==> src/rtl/seq_divider.sv <==
// Restoring sequential divider: 2*DW-bit dividend / DW-bit divisor, one quotient bit per clock.
// Define SEQ_DIVIDER_ZERO_SHORTCUT_EN to finish a zero-divisor request without iterating.
module seq_divider #(
   parameter int DW = 5
) (
   input  logic              clk,
   input  logic              reset,
   input  logic [2*DW-1:0]   dividend,
   input  logic [DW-1:0]     divisor,
   input  logic              load,
   output logic [2*DW-1:0]   quotient,
   output logic [DW-1:0]     remainder,
   output logic              busy,
   output logic              done,
   output logic              div_zero
);

   // state | meaning
   // IDLE  | waiting for load; result registers hold the last answer
   // CALC  | one restoring step per clock, 2*DW steps total
   // DONE  | result valid, done pulse, back to IDLE next clock
   typedef enum logic [1:0] {IDLE, CALC, DONE} state_t;

   localparam int QW = 2 * DW;
   localparam int CW = $clog2(QW);
   localparam logic [CW-1:0] LAST = CW'(QW - 1);

   state_t          state;
   state_t          state_nxt;
   logic [QW-1:0]   dvd_r;
   logic [DW-1:0]   dvs_r;
   logic [DW-1:0]   prem;
   logic [CW-1:0]   cnt;

   logic [DW:0]     rem_shift;
   logic [DW-1:0]   diff;
   logic [DW-1:0]   prem_nxt;
   logic            q_bit;
   logic            start;
   logic            last_step;
   logic            zero_skip;

   // Quotient bits shift into the low end of dvd_r as dividend bits leave the top.
   assign rem_shift = {prem, dvd_r[QW-1]};
   assign q_bit     = (rem_shift >= {1'b0, dvs_r});
   assign diff      = rem_shift[DW-1:0] - dvs_r;
   assign prem_nxt  = q_bit ? diff : rem_shift[DW-1:0];
   assign start     = (state == IDLE) && load;
   assign last_step = (state == CALC) && (cnt == LAST);

`ifdef SEQ_DIVIDER_ZERO_SHORTCUT_EN
   assign zero_skip = start && (divisor == '0);
`else
   assign zero_skip = 1'b0;
`endif

   always_ff @(posedge clk or negedge reset) begin
      if (!reset) begin
         state <= IDLE;
      end else begin
         state <= state_nxt;
      end
   end

   always_comb begin
      state_nxt = state;
      case (state)
         IDLE: begin
            if (start) begin
               state_nxt = zero_skip ? DONE : CALC;
            end
         end
         CALC: begin
            if (cnt == LAST) begin
               state_nxt = DONE;
            end
         end
         DONE:    state_nxt = IDLE;
         default: state_nxt = IDLE;
      endcase
   end

   always_comb begin
      busy = 1'b0;
      done = 1'b0;
      case (state)
         CALC: busy = 1'b1;
         DONE: begin
            busy = 1'b1;
            done = 1'b1;
         end
         default: begin
            busy = 1'b0;
            done = 1'b0;
         end
      endcase
   end

   always_ff @(posedge clk or negedge reset) begin
      if (!reset) begin
         dvd_r     <= '0;
         dvs_r     <= '0;
         prem      <= '0;
         cnt       <= '0;
         quotient  <= '0;
         remainder <= '0;
         div_zero  <= 1'b0;
      end else begin
         if (start) begin
            dvd_r <= dividend;
            dvs_r <= divisor;
            prem  <= '0;
            cnt   <= '0;
         end else if (state == CALC) begin
            dvd_r <= {dvd_r[QW-2:0], q_bit};
            prem  <= prem_nxt;
            cnt   <= cnt + CW'(1);
         end

         // Results change only when DONE is entered.
         if (zero_skip) begin
            quotient  <= '1;
            remainder <= dividend[DW-1:0];
            div_zero  <= 1'b1;
         end else if (last_step) begin
            quotient  <= {dvd_r[QW-2:0], q_bit};
            remainder <= prem_nxt;
            div_zero  <= (dvs_r == '0);
         end
      end
   end

endmodule

==> config.mk <==
export PLATFORM = sky130hd
export DESIGN_NAME = seq_divider
export DESIGN_NICKNAME = d
export VERILOG_FILES = /design/src/rtl/seq_divider.sv
export SDC_FILE = /design/constraint.sdc
export NUM_CORES = 1
export LEC_CHECK = 0
export BUFFER_PORTS_ARGS = -buffer_cell sky130_fd_sc_hd__buf_2
export CAP_MARGIN = 20
export CELL_PAD_IN_SITES_DETAIL_PLACEMENT = 0
export CELL_PAD_IN_SITES_GLOBAL_PLACEMENT = 1
export CORE_MARGIN = 2
export CORE_UTILIZATION = 44
export CTS_BUF_LIST = sky130_fd_sc_hd__clkbuf_8
export CTS_CLUSTER_SIZE = 8
export DETAILED_ROUTE_END_ITERATION = 16
export PLACE_DENSITY = 0.83
export SLEW_MARGIN = 10
export SYNTH_ARGS = -nofsm -noshare
export SYNTH_HDL_FRONTEND = slang
export SYNTH_SLANG_ARGS = --single-unit
==> constraint.sdc <==
create_clock -name clk -period 2.55 [get_ports clk]
set_input_delay 0.3825 -clock clk [delete_from_list [all_inputs] [get_ports clk]]
set_output_delay 0.3825 -clock clk [all_outputs]
set_load 0.01 [all_outputs]
==> results.toml <==
[setup_path]
crit_required_ns = 2.79
rrSetupSlack_ns = 0.29
critPathKind = "flop to flop"
worstPathMaxFanout = 8
ff2ff_path_depth = 8
path_cells = "inv_1, ha_1, inv_1, fa_1, a21oi_1, o221a_1, mux2_4, a21oi_2"
start_kind = "flop"
r2r_start = "dvd_r[9]$_DFFE_PN0P_"
slowest_stage = "o221a_1"
path_common_cell = "inv_1"
rr_endpoint = "prem[0]$_DFFE_PN0P_"
crit_path_max_incr_delay_ns = 0.45
crit_arrival_ns = 2.50
cp-end-kind = "flop"

[yosys]
yosys_warnings = 0
ys_seq_area_share_pct = 50.57
ys_top_cells_by_count = "60 x nand2_1, 42 x dfrtp_1, 22 x o21ai_0"
netlist_area_um2 = 2078
synth-edff-count = 0
synth_cell_types = 36
synth_top_area_share_pct = 50.57
ys.flop_type = "dfrtp_1"
synth_area_leaders = "dfrtp_1 51%, nand2_1 11%, ha_1 6.6%"
yosys.area.top_type = "dfrtp_1"
synth.most_common_cell = "nand2_1"
syn_inst = 217
async_flop_share_pct = 100.0
synthesis.nets = 247
avgSynthCellArea_um2 = 9.577
ys_ff_latch = 42

[global_routing]
grt_pass1_vias = 1435
grt_max_degree = 33
grt_use_total_pct = 16.34
grt_pass1_wl_um = 6589
grt_remaining_overflow = 0
antenna_found_initial = 0

[run]
drv_cap = 0

[sta]
setup_violations = 0
slew_violations = 0
min_period_ns = 2.262
worstMarginPinSlew_ns = 0.5688
slew_headroom_pct = 62.08
finClkSkew_ns = 0.006353
max_freq_ghz = 0.4421
hold_viol_final = 0
rsz0062_at_grt = "false"
setup-tns-final_ns = 0
post-route-period-util_pct = 88.69

[finish]
regArea_um2 = 1051
syn_to_final_growth_pct = 14.69
antennaDiodeCount = 0
fillers = 463
multiInputGateArea_um2 = 932.1
drive_gt1_share_pct = 21.34
fin_nets = 282

[clock_tree]
cts_root_buffer = "clkbuf_8"
cts_hold_buf = 0
clk_pin_slew_ns = 0.08
insertion_delay_ns = 0.30
cts_made_buffers = 5
h-tree-depth = 2
cts.path.max_buffers = 2
clkSinkCount = 42
postCtsSetupBuffers = 0
cts_resized = 0
cts_tree = "built"

[power]
power_leakage_nw = 1.255
p_seq_share_pct = 37.7
switchingPower_mw = 1.211
peakVddDrop_mv = 0.6694
power_density_nw_per_um2 = 1235
swShare_pct = 41.15
p_clk_share_pct = 14.6
total_power_mw = 2.943
combPwrFrac_pct = 47.8
internal_power_mw = 1.732

[detailed_routing]
drc = 0
vias = 1563
initialDrtViolationCount = 82
routed_wl_um = 4024
ant_nets = 0
viasPerCell = 5.091
drt-pass1-iter-count = 4
wl_per_cell_um = 13.11

[place]
port-buffer-count = 35
dpl.hpwl_um = 2794
gp_congestion = 0.7700

[floorplanning]
die_height_um = 72.73
core_region_area_um2 = 4629
start_util_pct = 44.89
die_x_um = 72.73
dieArea_um2 = 5289
rows = 25
io_pins = 36

[outcome]
status = "finished, final reports clean"

[min_path]
hp-class = "primary input to async pin"
[registers in the layout, indices dropped and copies added, names as in the netlist]
register	count
dvd_r	10
quotient	10
dvs_r	5
prem	5
remainder	5
cnt	4
state	2
div_zero	1
[area by class of cell]
cell class                 count  share of cell area [%]
clock buffer                   5                   2.887
multi-input combinational    153                   39.11
clock inverter                 3                  0.7349
inverter                      11                   1.732
sequential                    42                   44.09
timing repair buffer          39                   8.609
tap                           54                   2.835
[worst max path at each step]
stage,start,end,slack (ns),cells past startpoint
finish,dvd_r[9]$_DFFE_PN0P_,prem[0]$_DFFE_PN0P_,0.29,8
global route,dvd_r[9]$_DFFE_PN0P_,prem[0]$_DFFE_PN0P_,0.17,8
CTS,dvd_r[9]$_DFFE_PN0P_,prem[0]$_DFFE_PN0P_,0.29,8
detailed placement,dvd_r[9]$_DFFE_PN0P_,prem[0]$_DFFE_PN0P_,0.33,8
global placement,dvd_r[9]$_DFFE_PN0P_,prem[0]$_DFFE_PN0P_,0.36,8
floorplan,dvd_r[9]$_DFFE_PN0P_,prem[0]$_DFFE_PN0P_,0.56,9
[critical path: cells and delay by family, from the launching register on]
kind / cells / cell delay (ns)
AOI/OAI and AO/OA: 3 / 0.76
adders and majority gates: 2 / 0.57
DFF: 1 / 0.39
muxes: 1 / 0.35
buffers and inverters: 2 / 0.13
[metrics by stage]
step | worst slack [ns] | utilization [%] | area, µm² | instances | hold WS (ns)
final | 0.2883 | 51.49 | 2384 | 307 | 0.07110
after detailed placement | 0.3271 | 49.62 | 2297 | 299 | 0.4157
after CTS | 0.2856 | 51.49 | 2384 | 307 | 0.08964
after global routing | 0.1650 | 51.49 | 2384 | 307 | 0.1208
after global placement | 0.3647 | 49.62 | 2297 | 299 | 0.4191
after floorplan | 0.5572 | - | 2078 | 217 | 0.08691
[cells in the final DEF, fill, tap and decap left out, types with 3 or more instances in the layout]
| master | n |
|---|---|
| a21oi_1 | 6 |
| buf_2 | 35 |
| buf_4 | 4 |
| clkbuf_8 | 5 |
| dfrtp_1 | 42 |
| ha_1 | 11 |
| inv_1 | 12 |
| mux2i_1 | 11 |
| nand2_1 | 60 |
| nand3_1 | 4 |
| nand4_1 | 3 |
| nor2_1 | 7 |
| o21ai_0 | 22 |
| xor2_1 | 3 |
[power groups by stage]
stage               clock [mW]  combinational [mW]  sequential [mW]
floorplan                    0                1.08             1.14
global placement             0                1.39             1.12
detailed placement           0                1.40             1.12
CTS                      0.439                1.42             1.11
global route             0.460                1.60             1.15
finish                   0.428                1.41             1.11
[cells by family (layout without fill, tap and decap cells)]
group	Yosys count	after routing	synth area share [%]
DFF	42	42	50.57
adders and majority gates	12	12	7.586
buffers and inverters	22	58	4.575
muxes	13	13	6.562
and+or+nand+nor	84	84	17.34
AOI/OAI and AO/OA	39	39	11.26
xor gates and xnor gates	5	5	2.108
[routing by layer]
| layer | up-vias | global-route usage, % | part of all wire [%] |
|---|---|---|---|
| li1 | 793 | - | - |
| met1 | 744 | 21.82 | 48 |
| met2 | 21 | 26.16 | 47 |
| met3 | 5 | 3.867 | 3.7 |
| met4 | 0 | 5.556 | 1.0 |
| met5 | - | 0 | 0 |
No activity file was read; power rests on OpenSTA's default activity.
